`src/rtl/ram_arb_pkg.sv`:
```
// Shared types and helpers for the round-robin RAM port arbiter.
package ram_arb_pkg;

    localparam int MAX_REQ = 8;

    // Bits needed to name one of n requesters (at least one bit).
    function automatic int owner_bits(input int n);
        return (n > 2) ? $clog2(n) : 1;
    endfunction

    typedef logic [$clog2(MAX_REQ)-1:0] owner_idx_t;

    typedef struct packed {
        logic       rd_valid;
        owner_idx_t owner_idx;
    } rd_track_t;

    typedef enum logic {
        ST_OPEN,
        ST_LOCKED
    } lock_state_t;

endpackage

```
`src/rtl/rr_priority_pick.sv`:
```
// Rotating-priority encoder: the first asserted request at or after start
// (wrapping modulo N) wins; returns it as one-hot and as an index.
module rr_priority_pick #(
    parameter int N  = 3,
    parameter int IW = 2
) (
    input  logic [N-1:0]  req,
    input  logic [IW-1:0] start,
    output logic [N-1:0]  grant,
    output logic [IW-1:0] idx,
    output logic          any
);

    int          pos;
    logic [IW-1:0] pos_idx;

    // Scan offsets from farthest to nearest so the nearest request overrides.
    always_comb begin
        grant   = '0;
        idx     = '0;
        any     = 1'b0;
        pos     = 0;
        pos_idx = '0;
        for (int k = N - 1; k >= 0; k--) begin
            pos = int'(start) + k;
            if (pos >= N) begin
                pos = pos - N;
            end
            pos_idx = IW'(pos);
            if (req[pos_idx]) begin
                grant = N'(1) << pos_idx;
                idx   = pos_idx;
                any   = 1'b1;
            end
        end
    end

endmodule

```
`src/rtl/ram_port_arbiter.sv`:
```
// Round-robin arbiter sharing one 2-cycle-latency single-port RAM among NUM_REQ
// requesters. Define RAM_ARB_LOCK_EN to enable the req_lock bus-lock feature.
module ram_port_arbiter
    import ram_arb_pkg::*;
#(
    parameter  int NUM_REQ   = 3,
    parameter  int WIDTH     = 8,
    parameter  int WORDS     = 2048,
    localparam int ADDR_BITS = $clog2(WORDS - 1)
) (
    input  logic                          clock,
    input  logic                          reset_n,
    input  logic [NUM_REQ-1:0]            req_valid,
    input  logic [NUM_REQ-1:0]            req_we,
    input  logic [NUM_REQ-1:0]            req_lock,
    input  logic [NUM_REQ*ADDR_BITS-1:0]  req_addr,
    input  logic [NUM_REQ*WIDTH-1:0]      req_wdata,
    output logic [NUM_REQ-1:0]            req_ready,
    output logic [NUM_REQ-1:0]            rsp_valid,
    output logic [WIDTH-1:0]              rsp_data,
    output logic [ADDR_BITS-1:0]          ram_address,
    output logic                          ram_wren,
    output logic [WIDTH-1:0]              ram_write_data,
    input  logic [WIDTH-1:0]              ram_read_data
);

    localparam int IW = owner_bits(NUM_REQ);

    function automatic logic [IW-1:0] next_idx(input logic [IW-1:0] i);
        return (i == IW'(NUM_REQ - 1)) ? '0 : i + IW'(1);
    endfunction

    logic [ADDR_BITS-1:0] addr_arr  [NUM_REQ];
    logic [WIDTH-1:0]     wdata_arr [NUM_REQ];

    logic [IW-1:0]      rr_ptr_reg, rr_ptr_next;
    rd_track_t          trk_reg [2];
    rd_track_t          trk_next;

    logic [NUM_REQ-1:0] pick_req;
    logic [IW-1:0]      pick_start;
    logic [NUM_REQ-1:0] pick_grant;
    logic [IW-1:0]      win;
    logic               pick_any;
    logic               grant_any;

    genvar gi;
    generate
        for (gi = 0; gi < NUM_REQ; gi++) begin : g_slice
            assign addr_arr[gi]  = req_addr[gi*ADDR_BITS +: ADDR_BITS];
            assign wdata_arr[gi] = req_wdata[gi*WIDTH +: WIDTH];
            assign rsp_valid[gi] = trk_reg[1].rd_valid &&
                                   (trk_reg[1].owner_idx == owner_idx_t'(gi));
        end
    endgenerate

    rr_priority_pick #(
        .N  (NUM_REQ),
        .IW (IW)
    ) u_pick (
        .req   (pick_req),
        .start (pick_start),
        .grant (pick_grant),
        .idx   (win),
        .any   (pick_any)
    );

    // Grants are suppressed while reset is asserted so nothing reaches the RAM.
    assign req_ready      = pick_grant & {NUM_REQ{reset_n}};
    assign grant_any      = pick_any & reset_n;
    assign ram_address    = grant_any ? addr_arr[win]  : addr_arr[0];
    assign ram_write_data = grant_any ? wdata_arr[win] : wdata_arr[0];
    assign ram_wren       = grant_any & req_we[win];
    assign rsp_data       = ram_read_data;

    assign trk_next.rd_valid  = grant_any & ~req_we[win];
    assign trk_next.owner_idx = owner_idx_t'(win);

`ifdef RAM_ARB_LOCK_EN
    lock_state_t   state_reg, state_next;
    logic [IW-1:0] lock_owner_reg, lock_owner_next;
    logic          lock_hold;

    assign lock_hold  = (state_reg == ST_LOCKED) && req_lock[lock_owner_reg];
    assign pick_req   = lock_hold ? (req_valid & (NUM_REQ'(1) << lock_owner_reg)) : req_valid;
    // On the release cycle arbitration restarts just past the former owner.
    assign pick_start = lock_hold                  ? lock_owner_reg :
                        (state_reg == ST_LOCKED)   ? next_idx(lock_owner_reg) :
                                                     rr_ptr_reg;

    always_comb begin
        state_next      = state_reg;
        lock_owner_next = lock_owner_reg;
        rr_ptr_next     = rr_ptr_reg;
        if (!lock_hold) begin
            state_next = ST_OPEN;
            if (grant_any) begin
                if (req_lock[win]) begin
                    state_next      = ST_LOCKED;
                    lock_owner_next = win;
                end else begin
                    rr_ptr_next = next_idx(win);
                end
            end
        end
    end

    always_ff @(posedge clock) begin
        if (!reset_n) begin
            state_reg      <= ST_OPEN;
            lock_owner_reg <= '0;
        end else begin
            state_reg      <= state_next;
            lock_owner_reg <= lock_owner_next;
        end
    end
`else
    logic unused_lock;

    assign unused_lock = ^req_lock;
    assign pick_req    = req_valid;
    assign pick_start  = rr_ptr_reg;

    always_comb begin
        rr_ptr_next = rr_ptr_reg;
        if (grant_any) begin
            rr_ptr_next = next_idx(win);
        end
    end
`endif

    // Clearing both stages on reset drops any reads still in flight.
    always_ff @(posedge clock) begin
        if (!reset_n) begin
            rr_ptr_reg <= '0;
            trk_reg[0] <= '0;
            trk_reg[1] <= '0;
        end else begin
            rr_ptr_reg <= rr_ptr_next;
            trk_reg[0] <= trk_next;
            trk_reg[1] <= trk_reg[0];
        end
    end

endmodule

```
`config.mk`:
```
export PLATFORM = sky130hd
export DESIGN_NAME = ram_port_arbiter
export DESIGN_NICKNAME = d
export VERILOG_FILES = /design/src/rtl/ram_arb_pkg.sv /design/src/rtl/rr_priority_pick.sv /design/src/rtl/ram_port_arbiter.sv
export SDC_FILE = /design/constraint.sdc
export NUM_CORES = 1
export LEC_CHECK = 0
export ABC_AREA = 1
export BUFFER_PORTS_ARGS = -buffer_cell sky130_fd_sc_hd__buf_2
export CORE_MARGIN = 5
export CORE_UTILIZATION = 44
export CTS_BUF_LIST = sky130_fd_sc_hd__clkbuf_8 sky130_fd_sc_hd__clkbuf_16
export CTS_CLUSTER_DIAMETER = 30
export CTS_CLUSTER_SIZE = 40
export DETAILED_ROUTE_END_ITERATION = 7
export PLACE_DENSITY = 0.87
export SYNTH_ARGS = -nofsm -noshare
export SYNTH_HDL_FRONTEND = slang
export SYNTH_SLANG_ARGS = --single-unit
export TNS_END_PERCENT = 30
```
`constraint.sdc`:
```
create_clock -name clock -period 3.9 [get_ports clock]
set_clock_uncertainty 0.2 [all_clocks]
set_input_delay 0.39 -clock clock [delete_from_list [all_inputs] [get_ports clock]]
set_output_delay 0.39 -clock clock [all_outputs]
set_load 0.02 [all_outputs]
```
==> key figures <==
Job
  – Max cap viols: 0

Finish
  – Multi-input gate area: 901 um^2
  – Final core occ: 57.8%
  – Nets: 445
  – Register area: 160 um^2
  – Area delta synth->final: 29.3%
  – Max FFs per register: 6
  – Fill cells: 360
  – Share of layout cells above drive strength 1: 30.2%
  – Antenna diodes: 0
  – Final instance area: 0.00190 mm^2
  – Final non-filler cell total: 410

Power and ir drop
  – Worst VDD drop: 0.000389 V
  – Switching fraction of total power: 61.2%
  – Clock group share of total power: 7.0%
  – Tot Pwr: 1.42 mW
  – Logic pwr share: 84.5%
  – Sequential share of power: 8.5%
  – P_int: 0.549 mW
  – Pwr Density: 746 mW/mm^2
  – Switch Pwr: 0.867 mW
  – Leak Pwr: 1.26 nW

Place
  – Placed Cells incl. Taps: 407
  – Post-DP Area: 0.00186 mm^2
  – Port bufs: 90
  – Pre-CTS setup slack: 0.852 ns
  – HPWL after DPL: 3.23 mm
  – Global placement routability congestion: 0.850

Min path
  – Tightest Hold Check Type: reg2reg

Timing
  – Setup violations, final: 0
  – RSZ-0062 raised after global routing: no
  – Worst hold slack: 0.207 ns
  – Post-route setup TNS: 0 ns
  – Final Cycle Share: 83.8%
  – Worst slew margin: 76.2%
  – Minimum clock period: 3.27 ns
  – Maximum achievable frequency: 0.306 GHz
  – Final Hold Fails: 0
  – Worst slew pin tran: 0.357 ns
  – PnR worst setup slack: 0.632 ns
  – Slew Limit Fails: 0

Synthesis
  – Mux contribution to synthesized area: 0%
  – Count of flip-flops with a built-in enable after synthesis: 0
  – Compound-gate portion of the synthesized area: 10.3%
  – Mean Syn Cell Area: 5.15 um^2
  – Synthesized cell area: 0.00147 mm^2
  – Distinct cells, synth: 28
  – Synth Area in Adders: 2.56%
  – Post-Synth XOR/XNOR Area: 0%
  – Async SR Flop Fraction: 0%
  – Register area share after synthesis: 10.9%
  – Main combinational cell family by area after synthesis: simple AND/OR/NAND/NOR gates
  – Commonest cells post-synth: nand2_1 (105), inv_1 (72), nand3_1 (28), o21ai_0 (16), nor2_1 (10)
  – Syn. warnings: 0
  – Yosys top cell by area: nand2_1
  – Syn nets: 364
  – Most common cell in the netlist: nand2_1
  – Synth area leaders: nand2_1 (27%), inv_1 (18%), dfxtp_1 (11%), nand3_1 (9.5%), o21ai_0 (5.5%)
  – Post-Synthesis Cells: 285
  – Synth Register Bits: 8
  – Synth top area share: 26.9%
  – Simple-Gate Fraction of Synth Area: 48.5%
  – Synth Flop Type: dfxtp_1

Clocking
  – Post-CTS sizing: 0
  – CTS Buf Count: 3
  – H-tree depth: 1
  – Clk Latency, worst-skew pair: 0.23 ns
  – Root Buffer: clkbuf_8
  – Clk pin slew, worst setup/hold paths: 0.04 ns
  – Setup Fix Bufs, Post-CTS: 0
  – CTS max path bufs: 2
  – Hold Buf Count CTS: 0
  – CTS tree: yes
  – Clock sinks: 8

Critical path
  – Crit path top cell by count: nand2_1
  – Required time of the critical path: 3.31 ns
  – Crit path max-delay family: simple AND/OR/NAND/NOR gates
  – Worst Path Arrival: 2.68 ns
  – Crit start category: flop
  – Crit end category: output pin
  – Slowest-stage cell, CP: ha_1
  – Buf+Inv Stages, Crit Path: 4
  – CP Class: reg2out
  – CP cell instances: inv_1 > ha_1 > inv_1 > nand2_1 > nand3_1 > nand2_2 > nand2_1 > nand2_1 > a21oi_1 > nor2_2 > buf_4 > nand3_1 > nand2_1 > buf_2
  – CP max stage delay: 0.38 ns
  – CP Max Fanout: 14

GRT
  – First-pass GRT wire length: 6.71 mm
  – Largest net degree at the start of global routing: 25
  – Number of global-route vias before repair: 1756
  – Gr usage total: 18.3%
  – Antenna violations before repair: 0
  – Grt ovf: 0

Detailed routing
  – Initial drt markers: 84
  – Drc violations: 0
  – Wl on met1: 1.70 mm
  – Router iterations before antenna repair: 4
  – Total Routed Length: 4.07 mm
  – DR vias: 1874
  – DR top layer: met4
  – DR WL met2: 1.94 mm
  – Number of vias per cell: 4.57
  – WL per Instance: 9.93 um
  – Antenna viol nets, final: 0
  – Met3 routed WL: 386 um

Floorplan
  – Die Wd: 67.8 um
  – Initial Utilization: 44.7%
  – Die footprint: 0.00459 mm^2
  – Row cnt: 21
  – Ports: 110
  – Total core area: 0.00328 mm^2
  – Die H: 67.8 um

Run status
  – Status: finished clean
power groups by stage:
stage / Combinational, mW / Sequential [mW] / Clock [mW]
global route: 1.36 / 0.124 / 0.105
global placement: 1.19 / 0.121 / 0
floorplan: 0.963 / 0.118 / 0
CTS: 1.21 / 0.121 / 0.102
finish: 1.20 / 0.121 / 0.0988
detailed placement: 1.20 / 0.122 / 0
routing by layer:
metal  vias up  global-route usage (%)
met3         6                    3.49
li1        996                       -
met2        71                    33.8
met5         -                       0
met1       801                    20.8
met4         0                    5.57
cells by family after synthesis:
logic type / count (synthesis)
AO/OA/AOI/OAI: 27
adder cells (fa/ha/maj): 3
buffers and inverters: 89
flip-flops: 8
AND/OR/NAND/NOR: 158
cell usage in the layout, fill, tap and decap left out, types with 5 or more instances in the layout:
| master | n |
|---|---|
| nand2_1 | 105 |
| buf_2 | 90 |
| inv_1 | 72 |
| nand3_1 | 28 |
| o21ai_0 | 16 |
| nor2_1 | 10 |
| dfxtp_1 | 8 |
| o21ai_1 | 5 |
final cells by class:
cell class	instances	area share (%)
repair buffers	91	24.1
clock buffers	3	2.18
inverters	74	14.8
well taps	46	3.03
multi-input cells	188	47.5
flip-flops and latches	8	8.44
worst reg2reg max path: stages (launching register included):
cell	delay, ns
dfxtp_1	0.37
inv_1	0.08
ha_1	0.38
inv_1	0.10
nand2_1	0.09
nand3_1	0.11
nand2_2	0.12
nand2_1	0.07
nand2_1	0.09
a21oi_1	0.12
nor2_2	0.32
buf_4	0.28
nand2_1	0.07
a21oi_1	0.11
final timing paths:
kind / startpoint / endpoint / slack [ns] / cells past startpoint
hold reg to reg: trk_reg[0][1] / trk_reg[0][5] / 0.21 / 2
setup reg to reg: pick_start[0] / pick_start[0] / 1.32 / 13
setup / recovery: pick_start[0] / ram_address[5] / 0.63 / 14
hold / removal: trk_reg[0][1] / trk_reg[0][5] / 0.21 / 2
Power figures use the tool's default switching activity.
